<file path="config.mk">
export PLATFORM = sky130hd
export DESIGN_NAME = imem_fetch_unit
export DESIGN_NICKNAME = d
export VERILOG_FILES = /design/src/rtl/imem_pkg.sv /design/src/rtl/imem_byte_packer.sv /design/src/rtl/imem_fetch_unit.sv
export SDC_FILE = /design/constraint.sdc
export NUM_CORES = 2
export LEC_CHECK = 0
export CORE_MARGIN = 2
export CORE_UTILIZATION = 46
export DETAILED_ROUTE_END_ITERATION = 8
export HOLD_SLACK_MARGIN = 0.02
export PLACE_DENSITY = 0.72
export SLEW_MARGIN = 20
export SYNTH_ARGS = -nofsm -noshare
export SYNTH_HDL_FRONTEND = slang
export SYNTH_SLANG_ARGS = --single-unit
</file>
<file path="constraint.sdc">
create_clock -name clk -period 4.9 [get_ports clk]
set_clock_uncertainty 0.2 [all_clocks]
set_input_delay 0.49 -clock clk [delete_from_list [all_inputs] [get_ports clk]]
set_output_delay 0.49 -clock clk [all_outputs]
set_load 0.02 [all_outputs]
</file>
<file path="src/rtl/imem_pkg.sv">
// Shared definitions for the instruction-memory fetch unit.
//   state_t           : controller state (LOAD while a program is being streamed in,
//                       RUN while the fetch port is serving requests)
//   NOP_INSTR_DEFAULT : word returned on a faulting fetch (addi x0,x0,0)
//   even_parity       : parity bit that makes {bit, word} contain an even number of ones
package imem_pkg;

    typedef enum logic {
        LOAD = 1'b0,
        RUN  = 1'b1
    } state_t;

    localparam logic [31:0] NOP_INSTR_DEFAULT = 32'h0000_0013;

    function automatic logic even_parity(input logic [31:0] word);
        return ^word;
    endfunction

endpackage

</file>
<file path="src/rtl/imem_byte_packer.sv">
// Assembles a little-endian byte stream into 32-bit words for the program loader.
// Ports:
//   clk, rst_n  : clock, asynchronous active-low reset
//   clear       : restart assembly (byte count and partial word cleared)
//   enable      : loader is in LOAD; bytes and done are ignored otherwise
//   byte_valid  : byte_in is valid this cycle (already gated off when memory is full)
//   byte_in     : next program byte, lowest lane first
//   done        : end of program; any partial word is flushed with upper bytes zero
//   word_ready  : strobe, word must be written this cycle
//   word        : assembled word including the byte arriving this cycle
module imem_byte_packer (
    input  logic        clk,
    input  logic        rst_n,
    input  logic        clear,
    input  logic        enable,
    input  logic        byte_valid,
    input  logic [7:0]  byte_in,
    input  logic        done,
    output logic        word_ready,
    output logic [31:0] word
);

    logic [1:0]  cnt_q;
    logic [31:0] asm_q;
    logic        accept;
    logic [2:0]  fill;

    // A byte arriving together with done is merged before the flush, so the
    // strobe and the word are both derived from the post-merge view.
    always_comb begin
        // NOTE: every output of a combinational block gets a default first so no path leaves it unassigned (which would infer a latch).
        accept     = enable & byte_valid & ~clear;
        word       = asm_q;
        if (accept) begin
            word[{cnt_q, 3'b000} +: 8] = byte_in;
        end
        fill       = {1'b0, cnt_q} + {2'b00, accept};
        word_ready = enable & ~clear & ((fill == 3'd4) | (done & (fill != 3'd0)));
    end

    always_ff @(posedge clk or negedge rst_n) begin
        // NOTE: state registers use non-blocking assignments so every flop samples pre-edge values regardless of statement order.
        if (!rst_n) begin
            cnt_q <= '0;
            asm_q <= '0;
        end else if (clear | word_ready | (enable & done)) begin
            // Clearing the register keeps missing upper bytes of a later partial word at zero.
            cnt_q <= '0;
            asm_q <= '0;
        end else if (accept) begin
            cnt_q <= cnt_q + 2'd1;
            asm_q <= word;
        end
    end

endmodule

</file>
<file path="src/rtl/imem_fetch_unit.sv">
// Loadable instruction memory with a one-cycle pipelined fetch port.
// A program is streamed in byte by byte while in LOAD; load_done switches to RUN,
// where each accepted fetch_pc yields one response the following cycle.
// Misaligned PCs and PCs at or beyond the loaded program return NOP_INSTR with rsp_fault.
// Optional feature macro: IMEM_PARITY_EN (33-bit array with even parity checked on fetch).
// Ports:
//   clk, rst_n                         : clock, asynchronous active-low reset
//   load_start, load_valid, load_byte  : loader control and byte stream
//   load_done                          : end of program (flush partial word, go RUN)
//   load_busy, load_words, load_ovf    : loader status (load_ovf is sticky until load_start)
//   fetch_valid, fetch_pc, fetch_ready : fetch request handshake (byte address)
//   rsp_valid, rsp_instr               : response pulse and instruction
//   rsp_fault, rsp_perr                : response qualifiers (address fault, parity error)
module imem_fetch_unit
    import imem_pkg::*;
#(
    parameter int          DEPTH     = 64,
    parameter int          ADDR_W    = $clog2(DEPTH),
    parameter logic [31:0] NOP_INSTR = NOP_INSTR_DEFAULT
) (
    input  logic              clk,
    input  logic              rst_n,
    input  logic              load_start,
    input  logic              load_valid,
    input  logic [7:0]        load_byte,
    input  logic              load_done,
    output logic              load_busy,
    output logic [ADDR_W:0]   load_words,
    output logic              load_ovf,
    input  logic              fetch_valid,
    input  logic [31:0]       fetch_pc,
    output logic              fetch_ready,
    output logic              rsp_valid,
    output logic [31:0]       rsp_instr,
    output logic              rsp_fault,
    output logic              rsp_perr
);

`ifdef IMEM_PARITY_EN
    localparam int MEM_W = 33;
`else
    localparam int MEM_W = 32;
`endif
    localparam logic [ADDR_W:0] DEPTH_CNT = (ADDR_W + 1)'(DEPTH);

    state_t            state_q, state_d;
    logic [ADDR_W:0]   words_q;
    logic              ovf_q;
    logic              in_load, full, wr_en, pk_ready;
    logic [31:0]       pk_word;
    logic              accept, pc_fault;
    logic [31:0]       pc_limit;
    logic [ADDR_W-1:0] rd_idx;
    logic [MEM_W-1:0]  mem [DEPTH];

    // ---------------- controller ----------------
    always_ff @(posedge clk or negedge rst_n) begin
        if (!rst_n) state_q <= LOAD;
        else        state_q <= state_d;
    end

    // load_start wins over load_done so a restart is never lost.
    always_comb begin
        state_d = state_q;
        if (load_start)                         state_d = LOAD;
        else if (state_q == LOAD && load_done)  state_d = RUN;
    end

    assign in_load     = (state_q == LOAD);
    assign load_busy   = in_load;
    assign fetch_ready = (state_q == RUN);
    assign load_words  = words_q;
    assign load_ovf    = ovf_q;

    // ---------------- loader ----------------
    assign full = (words_q == DEPTH_CNT);

    imem_byte_packer u_packer (
        .clk        (clk),
        .rst_n      (rst_n),
        .clear      (load_start),
        .enable     (in_load),
        .byte_valid (load_valid & ~full),
        .byte_in    (load_byte),
        .done       (load_done),
        .word_ready (pk_ready),
        .word       (pk_word)
    );

    assign wr_en = pk_ready & ~full;

    always_ff @(posedge clk or negedge rst_n) begin
        if (!rst_n) begin
            words_q <= '0;
            ovf_q   <= 1'b0;
        end else if (load_start) begin
            words_q <= '0;
            ovf_q   <= 1'b0;
        end else begin
            if (wr_en)                         words_q <= words_q + 1'b1;
            if (in_load & load_valid & full)   ovf_q   <= 1'b1;
        end
    end

    // NOTE: the array has no reset; contents are only meaningful below load_words, which the range check enforces.
    always_ff @(posedge clk) begin
        if (wr_en) begin
`ifdef IMEM_PARITY_EN
            mem[words_q[ADDR_W-1:0]] <= {even_parity(pk_word), pk_word};
`else
            mem[words_q[ADDR_W-1:0]] <= pk_word;
`endif
        end
    end

    // ---------------- fetch pipeline ----------------
    // Upper PC bits are not part of the index but still make the PC out of range.
    assign accept   = fetch_valid & fetch_ready;
    assign pc_limit = 32'(words_q) << 2;
    assign pc_fault = (fetch_pc[1:0] != 2'b00) | (fetch_pc >= pc_limit);
    assign rd_idx   = fetch_pc[ADDR_W+1:2];

    always_ff @(posedge clk or negedge rst_n) begin
        if (!rst_n) begin
            rsp_valid <= 1'b0;
            rsp_instr <= NOP_INSTR;
            rsp_fault <= 1'b0;
        end else begin
            rsp_valid <= accept;
            rsp_fault <= accept & pc_fault;
            if (accept) begin
                rsp_instr <= pc_fault ? NOP_INSTR : mem[rd_idx][31:0];
            end
        end
    end

`ifdef IMEM_PARITY_EN
    logic perr_q;
    always_ff @(posedge clk or negedge rst_n) begin
        if (!rst_n) perr_q <= 1'b0;
        else        perr_q <= accept & ~pc_fault &
                              (even_parity(mem[rd_idx][31:0]) != mem[rd_idx][32]);
    end
    assign rsp_perr = perr_q;
`else
    assign rsp_perr = 1'b0;
`endif

endmodule
</file>
After elaboration in Yosys (flattened, before gate mapping):

Memories as Yosys holds them, arrays and structs flattened.
Index checks and enable logic that the tools add are counted.

* $lt $le $gt $ge: 1
* reduce and logical (&&, ||, !) cells: 7
* shift-type cells: 2
* eq/ne operators: 2
* $add $sub $neg: 4
* bitwise operators: 19
* mux-type cells: 15

Operator list (count)
* two-way mux 32 bit: 4
* bitwise mux 32 bit: 1
* greater-or-equal comparator 32 x 9 -> 1 bit: 1
* variable shift 8 x 7 -> 32 bit, first input constant: 1
* indexed part select 8 x 7 -> 32 bit: 1
* two-way mux 7 bit: 2
* bitwise AND 1 bit: 12
* nonzero test 2 bit: 5
* adder 7 x 1 -> 7 bit, second input constant: 1
* == test 7 bit, second input constant: 1
* negator 5 -> 7 bit: 1
* two-way mux 1 bit: 6
* two-way mux 2 bit: 2
* OR 1 bit: 4
* adder 2 x 1 -> 3 bit: 1
* == test 3 bit, second input constant: 1
* NOT 1 bit: 3
* nonzero test 3 bit: 1
* adder 2 x 1 -> 2 bit, second input constant: 1
* logical AND 1 bit: 1

* bits of input ports: 46
* output and inout bits: 45
* memories: 1
* flip-flop bits (word level): 77
* memory bits (writable): 2048

Memory list
* mem: words 64, bits a word 32, read ports 1, clocked after memory_dff 0, write ports 1, line imem_fetch_unit.sv:54 `logic [MEM_W-1:0] mem [DEPTH];`

Depth between registers and ports, before layout:

* depth after elaboration: 13
* mapped depth: 15

Modules after synthesis:

From an unflattened synthesis, not the netlist that was laid out.

* cell total of the unflattened synthesis: 4005
* area total of the unflattened synthesis: 82480.4 µm²

By module, submodules not included
* imem_fetch_unit: area an instance 80679.9 µm², cells an instance 3799, sequential area each 62578.8 µm², times used 1
* imem_byte_packer: area an instance 1800.5 µm², cells an instance 206, sequential area each 850.8 µm², times used 1

Worst setup path after synthesis:

Ideal clock, no wire load.

* kind: register -> register
* from: register words_q[5], in the netlist load_words[5]
* to: memory mem[59][0], enable pin
* setup slack: -480 ps
* arrival: 4758 ps
* data required time: 4279 ps
* cell stages (with the launch flop): 14
* path through: dfrtp_1 -> buf_2 -> or3_1 -> buf_2 -> nor3_4 -> nor4b_4 -> buf_6 -> ha_1 -> ha_1 -> or3b_1 -> a2111o_1 -> nor2_1 -> nand3_1 -> nor2_1

* word-level cells in the longest chain between the ends: 13
* elaborated cells on any way between the ends: 14
* those cells by class: add/sub: 1; eq/ne: 2; mux: 2; bitwise: 8; reduce/logical: 1

RTL lines
* from (decl): line imem_fetch_unit.sv:47 `logic [ADDR_W:0] words_q;`
* from (signal assigned): line imem_fetch_unit.sv:100 `if (wr_en) words_q <= words_q + 1'b1;`
* == test 7 bit: line imem_fetch_unit.sv:76 `assign full = (words_q == DEPTH_CNT);`
* NOT 1 bit: line imem_fetch_unit.sv:83, imem_fetch_unit.sv:90
* bitwise AND 1 bit: line imem_fetch_unit.sv:83 `.byte_valid (load_valid & ~full),`
* bitwise AND 1 bit (2 in series): line imem_byte_packer.sv:32 `accept = enable & byte_valid & ~clear;`
* adder 2 x 1 -> 3 bit: line imem_byte_packer.sv:37 `fill = {1'b0, cnt_q} + {2'b00, accept};`
* nonzero test 3 bit: line imem_byte_packer.sv:38 `word_ready = enable & ~clear & ((fill == 3'd4) | (done & (fill != 3'd0)));`
* bitwise AND 1 bit: line imem_byte_packer.sv:38
* OR 1 bit: line imem_byte_packer.sv:38
* bitwise AND 1 bit: line imem_byte_packer.sv:38
* bitwise AND 1 bit: line imem_fetch_unit.sv:90 `assign wr_en = pk_ready & ~full;`
* two-way mux 1 bit: line imem_fetch_unit.sv:107 `if (wr_en) begin`
* two-way mux 1 bit (implied by the code): line imem_fetch_unit.sv:111 `mem[words_q[ADDR_W-1:0]] <= pk_word;`
* to (decl): line imem_fetch_unit.sv:54

Several ways; a longest one is shown, not always the timed one.

Final worst setup path:

* from: register words_q[3], in the netlist load_words[3]
* to: memory mem[8][2], enable pin

Same word-level chain as after synthesis.

==> metrics.cfg <==
[global_route]
antenna_found_initial=13
grt_pass1_vias=42300
grt_pass1_wl_um=322000
grt_max_degree=94
grt.total_usage=0.251
grt_overflow=0

[clock_network]
cts_buffers=204
path_clk_slew_ns=0.07
cts_tree=done
post_cts_buffers=0
h-tree-depth=4
cts-root-buf=clkbuf_16
cts_resized=0
clkSinkCount=2125
clk_latency_ns=0.83
cts_max_path_buffers=3

[critical_path]
end_kind=flip-flop
cp.arrival_ns=5.01
cp.required_ns=5.22
critical_path_class=flip-flop to flip-flop
cp_max_fo=25
cp-start-kind=flip-flop

[synthesis]
ys_seq_area_frac=0.771
ys_top_cells_by_area=edfxtp_1 (75%), mux4_2 (8.3%), mux2i_1 (5.1%)
synth_top_area_share=0.748
synth_top_flop_cell=edfxtp_1
synth.cell_area_um2=82300
async_flop_share=0.0362
syn_nets=4208
synthCells=4146
synth_warnings=0
synth_area_leader_cell=edfxtp_1
avgSynthCellArea_um2=19.8
synth.ff_latch_count=2125
ys_types=74
synth_edf_count=2048

[detailed_routing]
dr_total_vias=43700
routed.top_layer=met5
firstDrtPassIters=6
wl_per_cell_um=32.8
ant_nets=0
wl_met1_um=85300
drc=0
route.met2.wl_um=107000
wl_met3_um=24000
routed_wl_um=229000
vias_per_cell=6.27
drt-initial-drc-count=6965

[sta]
tns_ns=0
hold_slack_ns=0.0731
finalSetupViolations=0
rsz0062_at_grt=no
worst_pin_slew_ns=1.18
finalCritPeriodShare=0.958
report.final.hold_viol_count=0
drv_slew=0
max_slew_margin=0.213
fmax_mhz=213
period_needed_ns=4.69

[placement]
port_buffers=89
dp_hpwl_um=143000
gp_congestion=0.955
placed_area_um2=88400

[floorplanning]
floorplan.initialDensity=0.462
die_w_um=427
core_um2=178000
die_area_um2=182000
io_pins=91
dieHeight_um=427
fp-row-count=155

[power_and_ir_drop]
p_sw_frac=0.211
intPower_w=0.0287
ir_worst_vdd_v=0.000317
power_switching_w=0.00766
power_frac_comb=0.042
power.leakage_nw=31.7
p_per_area_nw_per_um2=383
power.share.clock=0.417
p_seq_frac=0.541

[finish]
final_cell_area_um2=94900
area_growth_pct=15.3
layout.nets=4489
final_core_util=0.533
drive_gt1_frac=0.208

[run]
maxCapViolations=0

[run_status]
status=complete, no violations

[min_path]
min_path_type=input port to async pin

power by group through the flow:
| stage | registers (W) | clock network [W] | logic, W |
|---|---|---|---|
| floorplan | 0.0201 | 0 | 0.000860 |
| global placement | 0.0201 | 0 | 0.00147 |
| detailed placement | 0.0201 | 0 | 0.00148 |
| CTS | 0.0197 | 0.0153 | 0.00149 |
| global route | 0.0197 | 0.0160 | 0.00156 |
| finish | 0.0197 | 0.0152 | 0.00152 |
cells in the final DEF, fill, tap and decap left out, types with 13 or more instances in the layout:
| cell | Yosys | final |
|---|---|---|
| nand3_1 | 113 | 112 |
| a22o_1 | 35 | 35 |
| a21oi_1 | 54 | 54 |
| ha_1 | 16 | 16 |
| diode_2 | 0 | 22 |
| mux2i_1 | 419 | 419 |
| and4_1 | 46 | 46 |
| o21ai_0 | 45 | 13 |
| buf_4 | 18 | 139 |
| clkbuf_1 | 66 | 41 |
| o21ai_4 | 0 | 32 |
| clkinv_2 | 0 | 33 |
| clkinv_1 | 1 | 46 |
| nor2_4 | 0 | 68 |
| nor2b_1 | 17 | 16 |
| nand2_1 | 184 | 183 |
| mux4_2 | 302 | 302 |
| clkbuf_16 | 0 | 206 |
| dfrtp_1 | 74 | 74 |
| o22ai_1 | 17 | 17 |
| buf_12 | 2 | 77 |
| clkdlybuf4s50_1 | 0 | 83 |
| edfxtp_1 | 2048 | 2048 |
| a22oi_1 | 249 | 249 |
| o221ai_1 | 27 | 27 |
| nor2_1 | 102 | 34 |
| mux2_2 | 17 | 17 |
| inv_1 | 15 | 15 |
final timing paths:
path / from / to / slack, ns / depth (start not counted)
worst min-delay path: rst_n / rsp_instr[13] / 0.07 / 2
worst max register to register: load_words[3] / mem[8][2] / 0.21 / 12
worst max-delay path: load_words[3] / mem[8][2] / 0.21 / 12
worst min register to register: rsp_instr[22] / rsp_instr[22] / 0.29 / 2
min in group clk: load_valid / load_ovf / 0.15 / 3
max in group asynchronous: rst_n / load_words[0] / 3.30 / 3
cells by family after synthesis:
kind of cell / share of synthesized area
other cells: 0.0000456
mux: 0.136
compound gates: 0.0434
flops: 0.771
simple gates: 0.0314
fa+ha+maj: 0.00243
xor+xnor: 0.000532
buf+inv: 0.0152
metrics by stage:
| step | total power (W) | setup slack [ns] | cells |
|---|---|---|---|
| floorplan | 0.0209 | -0.480 | 4146 |
| global placement | 0.0215 | 0.211 | 6575 |
| detailed placement | 0.0215 | 0.208 | 6575 |
| CTS | 0.0365 | 0.171 | 6946 |
| global route | 0.0372 | 0.0156 | 6965 |
| finish | 0.0364 | 0.206 | 6968 |
cells in the mapped netlist, types with 8 or more instances:
master,number
o221ai_1,27
a22oi_1,249
o22ai_1,17
clkbuf_1,66
a22o_1,35
edfxtp_1,2048
mux4_2,302
inv_1,15
nand3_1,113
buf_6,10
nand2_1,184
mux2_2,17
buf_2,105
a211oi_1,8
ha_1,16
buf_1,27
nor2_1,102
dfrtp_1,74
o21ai_0,45
a21oi_1,54
mux2i_1,419
a31oi_1,8
nor2b_1,17
nand4_1,10
buf_4,18
and4_1,46
timing repair:
item	4_1_cts	5_1_grt
hold buffers	1	0
setup endpoints to repair	0	0
hold endpoints to repair	33	0
per-layer routing:
layer,track usage,vias up
met5,0,-
met4,0.127,6
met3,0.0474,430
met2,0.386,2880
met1,0.345,22700
li1,-,17700
flip-flops by register name, indices dropped and copies added (netlist names):
register and cells:
u_packer.cnt_q 2, load_words 7, rsp_fault 1, rsp_instr 32
mem 2048, load_ovf 1, fetch_ready 1, u_packer.asm_q 32
rsp_valid 1
cell type report:
cell class | count | area (µm²)
Antenna cell | 22 | 55.1
Clock buffer | 258 | 5460
Clock inverter | 112 | 962
Fill cell | 13400 | 83100
Inverter | 17 | 63.8
Multi-Input combinational cell | 1774 | 18500
Sequential cell | 2125 | 63400
Tap cell | 2355 | 2950
Timing Repair Buffer | 305 | 3480
worst max-delay path: stages (launching register included):
cell	delay [ns]
dfrtp_1	0.38
or3_1	0.44
nor3_4	0.30
nor4b_4	0.08
ha_1	0.19
ha_1	0.28
or3b_1	0.46
a2111o_1	0.47
nor2_1	0.50
nand2_1	0.18
buf_4	0.30
nor2_4	0.31
buf_12	0.25
Note: power is estimated with default switching activity, not from simulation.
